### src/rtl/gpio_cmd_ctrl.sv
// gpio_cmd_ctrl: decodes toggle-strobed GPIO command words into kernel load,
// pixel RAM writes, convolution start and result readback, and reports
// status plus an ack toggle back on the GPIO input word.
module gpio_cmd_ctrl #(
    parameter int BIT_LEN    = 8,
    parameter int CONV_LEN   = 20,
    parameter int M_LEN      = 3,
    parameter int NB_ADDRESS = 10,
    parameter int GPIO_D     = 32
) (
    input  logic                  CLK100MHZ,
    input  logic                  i_rst_n,
    input  logic [GPIO_D-1:0]     gpio_o_data_tri_o,
    output logic [GPIO_D-1:0]     gpio_i_data_tri_i,
    output logic                  o_led,
    output logic                  o_ker_we,
    output logic [3:0]            o_ker_idx,
    output logic [BIT_LEN-1:0]    o_ker_data,
    output logic                  o_ram_we,
    output logic [NB_ADDRESS-1:0] o_ram_addr,
    output logic [BIT_LEN-1:0]    o_ram_data,
    output logic                  o_rd_en,
    input  logic [CONV_LEN-1:0]   i_rd_data,
    output logic                  o_conv_start,
    input  logic                  i_conv_done
);

    localparam logic [3:0] KN       = 4'(M_LEN * M_LEN);
    localparam logic [2:0] OP_NOP   = 3'd0;
    localparam logic [2:0] OP_SRST  = 3'd1;
    localparam logic [2:0] OP_KER   = 3'd2;
    localparam logic [2:0] OP_PIX   = 3'd3;
    localparam logic [2:0] OP_START = 3'd4;
    localparam logic [2:0] OP_READ  = 3'd5;

    typedef enum logic [1:0] {IDLE, RUN, RD} state_t;

    state_t                state, state_nxt;
    logic                  armed, strb_q, ack_q, err_q, full_q, rd_phase;
    logic [3:0]            kidx;
    logic [NB_ADDRESS-1:0] paddr;
    logic [CONV_LEN-1:0]   result;

    logic                  strb, cmd_vld, busy, rd_done;
    logic [2:0]            opcode;
    logic [BIT_LEN-1:0]    pay_b;
    logic [NB_ADDRESS-1:0] pay_a;
    logic                  do_ker, do_pix, do_start, do_read, do_srst, set_err;

    assign strb   = gpio_o_data_tri_o[GPIO_D-1];
    assign opcode = gpio_o_data_tri_o[2:0];
    assign pay_b  = gpio_o_data_tri_o[BIT_LEN+7:8];
    assign pay_a  = gpio_o_data_tri_o[NB_ADDRESS+7:8];

    logic unused_bits;
    assign unused_bits = ^{gpio_o_data_tri_o[GPIO_D-2:NB_ADDRESS+8], gpio_o_data_tri_o[7:3]};

    // A toggle seen during RD is not consumed, so it stays pending until IDLE.
    // The first cycle after reset only re-syncs the strobe copy (no command).
    assign cmd_vld = armed && (strb != strb_q) && (state != RD);
    assign busy    = (state != IDLE);
    assign rd_done = (state == RD) && rd_phase;
    assign o_led   = busy;

    // State register
    always_ff @(posedge CLK100MHZ or negedge i_rst_n) begin
        if (!i_rst_n) state <= IDLE;
        else          state <= state_nxt;
    end

    // Command decode and next state
    always_comb begin
        state_nxt = state;
        do_ker    = 1'b0;
        do_pix    = 1'b0;
        do_start  = 1'b0;
        do_read   = 1'b0;
        do_srst   = 1'b0;
        set_err   = 1'b0;
        case (state)
            IDLE: if (cmd_vld) begin
                case (opcode)
                    OP_NOP:  ;
                    OP_SRST: do_srst = 1'b1;
                    OP_KER:  if (kidx == KN) set_err = 1'b1; else do_ker = 1'b1;
                    OP_PIX:  if (full_q) set_err = 1'b1; else do_pix = 1'b1;
                    OP_START: begin
                        if (kidx == KN && (paddr != '0 || full_q)) begin
                            do_start  = 1'b1;
                            state_nxt = RUN;
                        end else begin
                            set_err = 1'b1;
                        end
                    end
                    OP_READ: begin
                        do_read   = 1'b1;
                        state_nxt = RD;
                    end
                    default: set_err = 1'b1;
                endcase
            end
            RUN: begin
                if (cmd_vld && opcode == OP_SRST) do_srst = 1'b1;
                else if (cmd_vld && opcode != OP_NOP) set_err = 1'b1;
                if (i_conv_done) state_nxt = IDLE;
            end
            RD: if (rd_phase) state_nxt = IDLE;
            default: state_nxt = IDLE;
        endcase
        if (do_srst) state_nxt = IDLE;
    end

    // Counters, flags, strobes and readback capture
    always_ff @(posedge CLK100MHZ or negedge i_rst_n) begin
        if (!i_rst_n) begin
            armed        <= 1'b0;
            strb_q       <= 1'b0;
            ack_q        <= 1'b0;
            err_q        <= 1'b0;
            full_q       <= 1'b0;
            rd_phase     <= 1'b0;
            kidx         <= '0;
            paddr        <= '0;
            result       <= '0;
            o_ker_we     <= 1'b0;
            o_ker_idx    <= '0;
            o_ker_data   <= '0;
            o_ram_we     <= 1'b0;
            o_ram_addr   <= '0;
            o_ram_data   <= '0;
            o_rd_en      <= 1'b0;
            o_conv_start <= 1'b0;
        end else begin
            armed        <= 1'b1;
            o_ker_we     <= do_ker;
            o_ram_we     <= do_pix;
            o_rd_en      <= do_read;
            o_conv_start <= do_start;
            rd_phase     <= (state == RD) && !rd_phase;
            if (!armed || cmd_vld) strb_q <= strb;
            if ((cmd_vld && !do_read) || rd_done) ack_q <= ~ack_q;
            if (set_err) err_q <= 1'b1;
            if (do_ker) begin
                o_ker_idx  <= kidx;
                o_ker_data <= pay_b;
                kidx       <= kidx + 4'd1;
            end
            if (do_pix) begin
                o_ram_addr <= paddr;
                o_ram_data <= pay_b;
                if (&paddr) full_q <= 1'b1;
                else        paddr  <= paddr + 1'b1;
            end
            if (do_read) o_ram_addr <= pay_a;
            if (rd_done) result <= i_rd_data;
            if (do_srst) begin
                kidx   <= '0;
                paddr  <= '0;
                full_q <= 1'b0;
                err_q  <= 1'b0;
            end
        end
    end

    // Response word assembly
    always_comb begin
        gpio_i_data_tri_i                 = '0;
        gpio_i_data_tri_i[CONV_LEN-1:0]   = result;
        gpio_i_data_tri_i[27:24]          = kidx;
        gpio_i_data_tri_i[28]             = full_q;
        gpio_i_data_tri_i[29]             = err_q;
        gpio_i_data_tri_i[30]             = busy;
        gpio_i_data_tri_i[31]             = ack_q;
    end

endmodule

### config.mk
export PLATFORM = sky130hd
export DESIGN_NAME = gpio_cmd_ctrl
export DESIGN_NICKNAME = d
export VERILOG_FILES = /design/src/rtl/gpio_cmd_ctrl.sv
export SDC_FILE = /design/constraint.sdc
export NUM_CORES = 1
export LEC_CHECK = 0
export BUFFER_PORTS_ARGS = -buffer_cell sky130_fd_sc_hd__buf_2
export CAP_MARGIN = 20
export CORE_ASPECT_RATIO = 0.7
export CORE_MARGIN = 8
export CORE_UTILIZATION = 49
export DETAILED_ROUTE_END_ITERATION = 16
export GPL_ROUTABILITY_DRIVEN = 0
export GPL_TIMING_DRIVEN = 1
export PLACE_DENSITY = 0.88
export SYNTH_ARGS = -nofsm -noshare
export SYNTH_HDL_FRONTEND = slang
export SYNTH_SLANG_ARGS = --single-unit
### constraint.sdc
create_clock -name CLK100MHZ -period 2.95 [get_ports CLK100MHZ]
set_input_delay 0.59 -clock CLK100MHZ [delete_from_list [all_inputs] [get_ports CLK100MHZ]]
set_output_delay 0.59 -clock CLK100MHZ [all_outputs]
set_load 0.005 [all_outputs]
== Word-level counts from Yosys, hierarchy flattened ==
Index checks and enable logic that the tools add are counted.

* Register bits: 76
* Logic and storage cells: 112

* Add/subtract/negate cells: 2
* Equality and inequality tests: 16
* Multiplexer cells: 46
* Bitwise logic cells: 1
* Reduce and logical (&&, ||, !) cells: 29

{| class="wikitable"
|+ Operators with widths
! operator !! count
|-
| 10-bit two-way mux || 5
|-
| 1-bit two-way mux || 29
|-
| 2-bit nonzero test || 6
|-
| 10-bit by 1-bit adder with 10-bit output, second input constant || 1
|-
| 2-bit two-way mux || 5
|-
| 10-bit AND reduction || 1
|-
| 10-bit nonzero test || 1
|-
| 3-bit != test, second input constant || 3
|-
| 1-bit logical AND || 8
|-
| 4-bit two-way mux || 2
|-
| 3-bit by 2-bit == test with 1-bit output, second input constant || 2
|-
| 3-bit == test, second input constant || 2
|-
| 2-bit one-hot mux with 3 select lines || 1
|-
| 5-bit AND reduction || 1
|-
| 4-bit by 1-bit adder with 4-bit output, second input constant || 1
|-
| 4-bit == test, second input constant || 1
|-
| 2-bit != test, second input constant || 2
|-
| 4-bit by 2-bit != test with 1-bit output, second input constant || 1
|-
| 4-bit != test, second input constant || 1
|-
| 1-bit one-hot mux with 2 select lines || 2
|-
| 1-bit one-hot mux with 4 select lines || 1
|-
| 2-bit one-hot mux with 2 select lines || 1
|-
| 2-bit AND reduction || 2
|-
| 3-bit by 1-bit == test with 1-bit output, second input constant || 1
|-
| other kinds (10) || 14
|}

== Depth between registers and ports, before layout ==
* Depth after elaboration: 9
* Gate-level depth with buffers: 8
* Mapped depth without buffers: 6

== Least setup slack after synthesis ==
Ideal clock, no wire load.

* Kind: input -> register
* Start: input port gpio_o_data_tri_o[1]
* End: register o_ker_data[1]
* Library setup time: 0.125 ns
* Data arrival time: 2.206 ns
* Path slack: 0.619 ns
* Stages on the path: 6
* Buffers on the path: 2
* Cells stage by stage: or3b_1 -> or4b_1 -> buf_2 -> nor2_2 -> buf_4 -> mux2_2

* Word-level cells in the longest chain between the ends: 4

{| class="wikitable"
|+ Ends and longest elaborated chain
! element !! RTL line !! source
|-
| start, declared || 13 || <nowiki>input logic [GPIO_D-1:0] gpio_o_data_tri_o,</nowiki>
|-
| 3-bit by 2-bit == test with 1-bit output || 82 || <nowiki>case (opcode)</nowiki>
|-
| 1-bit two-way mux || 82 ||
|-
| 1-bit two-way mux || 81 || <nowiki>IDLE: if (cmd_vld) begin</nowiki>
|-
| 1-bit two-way mux || 80 || <nowiki>case (state)</nowiki>
|-
| via do_ker || 48 || <nowiki>logic do_ker, do_pix, do_start, do_read, do_srst, set_err;</nowiki>
|-
| end signal, assigned || 145 || <nowiki>o_ker_data <= pay_b;</nowiki>
|-
| end, declared || 18 || <nowiki>output logic [BIT_LEN-1:0] o_ker_data,</nowiki>
|}

The timed path passes the listed nets, and every way through them passes these cells.
A chain may end at the register's enable or synchronous reset.

== Worst setup path after layout ==
* Start: register state[1]
* End: register o_ker_idx[2]

* Word-level cells in the longest chain between the ends: 4
* Elaborated cells between the ends (all ways): 5
* Classes of those cells: eq/ne: 1; mux: 2; reduce/logical: 2

{| class="wikitable"
|+ Ends and longest elaborated chain
! element !! RTL line !! source
|-
| start, declared || 38 || <nowiki>state_t state, state_nxt;</nowiki>
|-
| start signal, assigned || 68 || <nowiki>else state <= state_nxt;</nowiki>
|-
| 2-bit != test || 60 || <nowiki>assign cmd_vld = armed && (strb != strb_q) && (state != RD);</nowiki>
|-
| 1-bit logical AND || 60 ||
|-
| 1-bit two-way mux || 81 ||
|-
| 1-bit two-way mux (*) || 80 ||
|-
| end signal, assigned || 144 || <nowiki>o_ker_idx <= kidx;</nowiki>
|-
| end, declared || 17 || <nowiki>output logic [3:0] o_ker_idx,</nowiki>
|}

Mark *: on every way between the ends. The rest lies on a longest branch, timed or not.

==> out/metrics.yaml <==
status:
  outcome: "complete, no violations"
synthesis:
  synthesis.area_per_instance_sq_um: 11.3
  synthFlopType: "dfrtp_1"
  asyncSetResetFlopFracSynth: 1.00
  synth_top_cells_by_count: "dfrtp_1 (76), nand2_1 (35), mux2_2 (33)"
  number_of_flops_mapped_to_enable_cells_by_yosys: 0
  mappedNetlistArea_sq_mm: 0.00337
  postSynthCellCount: 298
  synthDistinctLibCells: 54
  synthDominantAreaCellType: "dfrtp_1"
  synth_top_cell_area_share: 0.564
  synth.area.top_cells: "dfrtp_1 (56%), mux2_2 (11%), nand2_1 (3.9%)"
  ys_ff_latch: 76
  ys_warn_count: 0
  post-synth-top-count-cell: "dfrtp_1"
  synth-seq-area-share: 0.564
clock_network:
  tritoncts.num_buffers: 9
  clock_tree_from_tritoncts: "yes"
  clock_latency_ns: 0.35
  root_buffer: "clkbuf_8"
  cts_hold_buffers: 0
  clk_path_buf_depth: 2
  cts_setup_buffers: 0
  cts.sinks: 76
  cts.clk_slew.worst_paths_ns: 0.08
  cts.htree.levels: 3
  post_cts.resized_instances: 0
critical_path:
  cp-start-kind: "register"
  endpoint_kind: "register"
  worstPathArrival_ns: 2.58
  worstPathRequired_ns: 3.18
  r2r_start: "state[1]$_DFFE_PN0P_"
  reg2reg_setup_slack_ns: 0.61
  reg2reg_to: "o_ker_idx[2]$_DFFE_PN0P_"
  r2r_cells: 5
  crit_type: "reg2reg"
  setup.worst_path.start: "state[1]$_DFFE_PN0P_"
  critical_path.max_fanout: 13
floorplan:
  area_enclosed_by_the_die_boundary_sq_mm: 0.00983
  design.core.area_sq_mm: 0.00669
  rows: 25
  dieWidth_um: 115
  floorplan.die.height_um: 85.4
  initial_core_util: 0.504
  ioPinCount: 122
placement:
  hpwl_reported_at_the_end_of_detailed_placement_mm: 5.89
  detailedPlace.worstSlack_ns: 0.362
  portBuffers: 99
finish:
  synthToLayoutAreaGrowth_pct: 21.7
  num_antenna_cells: 0
  post_route_cells_drive_above_1_share: 0.397
  final_nets: 453
  fill_cells: 569
  final_core_util: 0.613
pwr:
  register_share_of_total_power: 0.478
  power_frac_clock: 0.221
  logic_gate_share_of_total_power: 0.302
  p_switching_mw: 1.11
  power_per_cell_area_mw_per_mm2: 852
  ir_drop_worst_case_vdd_mv: 0.319
  p_total_mw: 3.50
  switch_share: 0.317
  power_leakage_nw: 2.06
  intPower_mw: 2.39
timing:
  tightestPinTransition_ns: 0.931
  grt_setup_unrepaired: "no"
  totalNegativeSetupSlack_ns: 0
  finalHoldViolCount: 0
  skew_ns: 0.0102
  final-setup-viol-count: 0
  timing.final.crit_period_ns: 2.34
  final_max_slew_viol_count: 0
  max-slew-margin-rel: 0.380
  post-route-period-util: 0.794
  timing.final.ws_setup_ns: 0.606
  fmaxAchievable_mhz: 427
min_path:
  holdCritPathClass: "in2async"
grt:
  grt_pass1_vias: 2695
  globalRouteOverflowTotal: 0
  wire_length_of_the_first_global_routing_pass_mm: 13.2
  grt_util_all_layers: 0.168
  antenna_found_initial: 0
  maximum_number_of_pins_on_one_net_before_global_route_repair: 77
drt:
  drt_first_pass_iters: 4
  route.final.wire_length_mm: 7.98
  drc: 0
  antenna_left: 0
  via_density_per_instance: 5.39
  routed-via-count: 2650
  routed_wire_length_per_instance_um: 16.2
  starting_drt_drc_count: 162
run:
  max-cap-violations: 0
[placed cells by master, fill, tap and decap left out, types with 4 or more instances in the layout]
cell      count
a21oi_1       8
buf_2        98
buf_4         5
clkbuf_8      9
conb_1        5
dfrtp_1      76
ha_1          4
inv_1         9
mux2_2       33
nand2_1      35
nand3_1       6
nand4_1       6
nor2_1       16
nor3_1       12
o22ai_1       6
o31ai_1       4
[cell type report]
type,instances,area (sq um),area share
Tap cell,94,118,0.0287
Clock inverter,6,65.1,0.0159
Clock buffer,9,124,0.0302
Inverter,10,37.5,0.00915
Sequential cell,76,1900,0.464
Timing Repair Buffer,103,528,0.129
Multi-Input combinational cell,194,1330,0.324
[state kept, by name, summed over array words and instances, names as in the netlist, 2 cells and up]
signal,flops
result,20
o_ram_addr,10
paddr,10
o_ker_data,8
o_ram_data,8
kidx,4
o_ker_idx,4
state,2
[layer usage]
metal / vias up / global-route usage / part of all wire
met1: 1280 / 0.210 / 0.42
met2: 110 / 0.256 / 0.46
li1: 1248 / - / -
met4: 0 / 0.0416 / 0.0095
met3: 12 / 0.0773 / 0.11
met5: - / 0 / 0
[kinds of logic after synthesis]
family	after synthesis	share of synthesized area
and+or+nand+nor	106	0.164
muxes	36	0.119
DFF	76	0.564
AOI/OAI and AO/OA	40	0.0828
xor gates and xnor gates	3	0.00780
other	2	0.00223
adders and majority gates	4	0.0148
buffers and inverters	31	0.0453
[how the worst max path moves through the flow]
stage / to / cells after the start
floorplan: o_ker_data[1]$_DFFE_PN0P_ / 6
global placement: o_ker_data[7]$_DFFE_PN0P_ / 6
global route: o_ker_idx[2]$_DFFE_PN0P_ / 5
finish: o_ker_idx[2]$_DFFE_PN0P_ / 5
CTS: o_ker_idx[2]$_DFFE_PN0P_ / 5
detailed placement: o_ker_data[2]$_DFFE_PN0P_ / 6
[worst max-delay path: stages (launching register included)]
cell	delay [ns]
dfrtp_1	0.46
or3b_1	0.42
or4b_1	0.64
nor2_2	0.12
buf_4	0.23
mux2_2	0.36
[power groups by stage]
| stage | logic, mW | registers (mW) | clock network (mW) |
|---|---|---|---|
| global placement | 1.04 | 1.66 | 0 |
| global route | 1.20 | 1.73 | 0.828 |
| CTS | 1.08 | 1.67 | 0.788 |
| finish | 1.05 | 1.67 | 0.772 |
| floorplan | 0.545 | 1.69 | 0 |
| detailed placement | 1.08 | 1.69 | 0 |
[stage by stage]
stage	instances	cell area [sq um]	hold WS, ns
after floorplan	301	3380	0.294
after global placement	477	3910	0.431
after detailed placement	477	3910	0.443
after CTS	492	4100	0.404
after global routing	492	4100	0.454
final	492	4100	0.350
No activity file was read; power rests on OpenSTA's default activity.
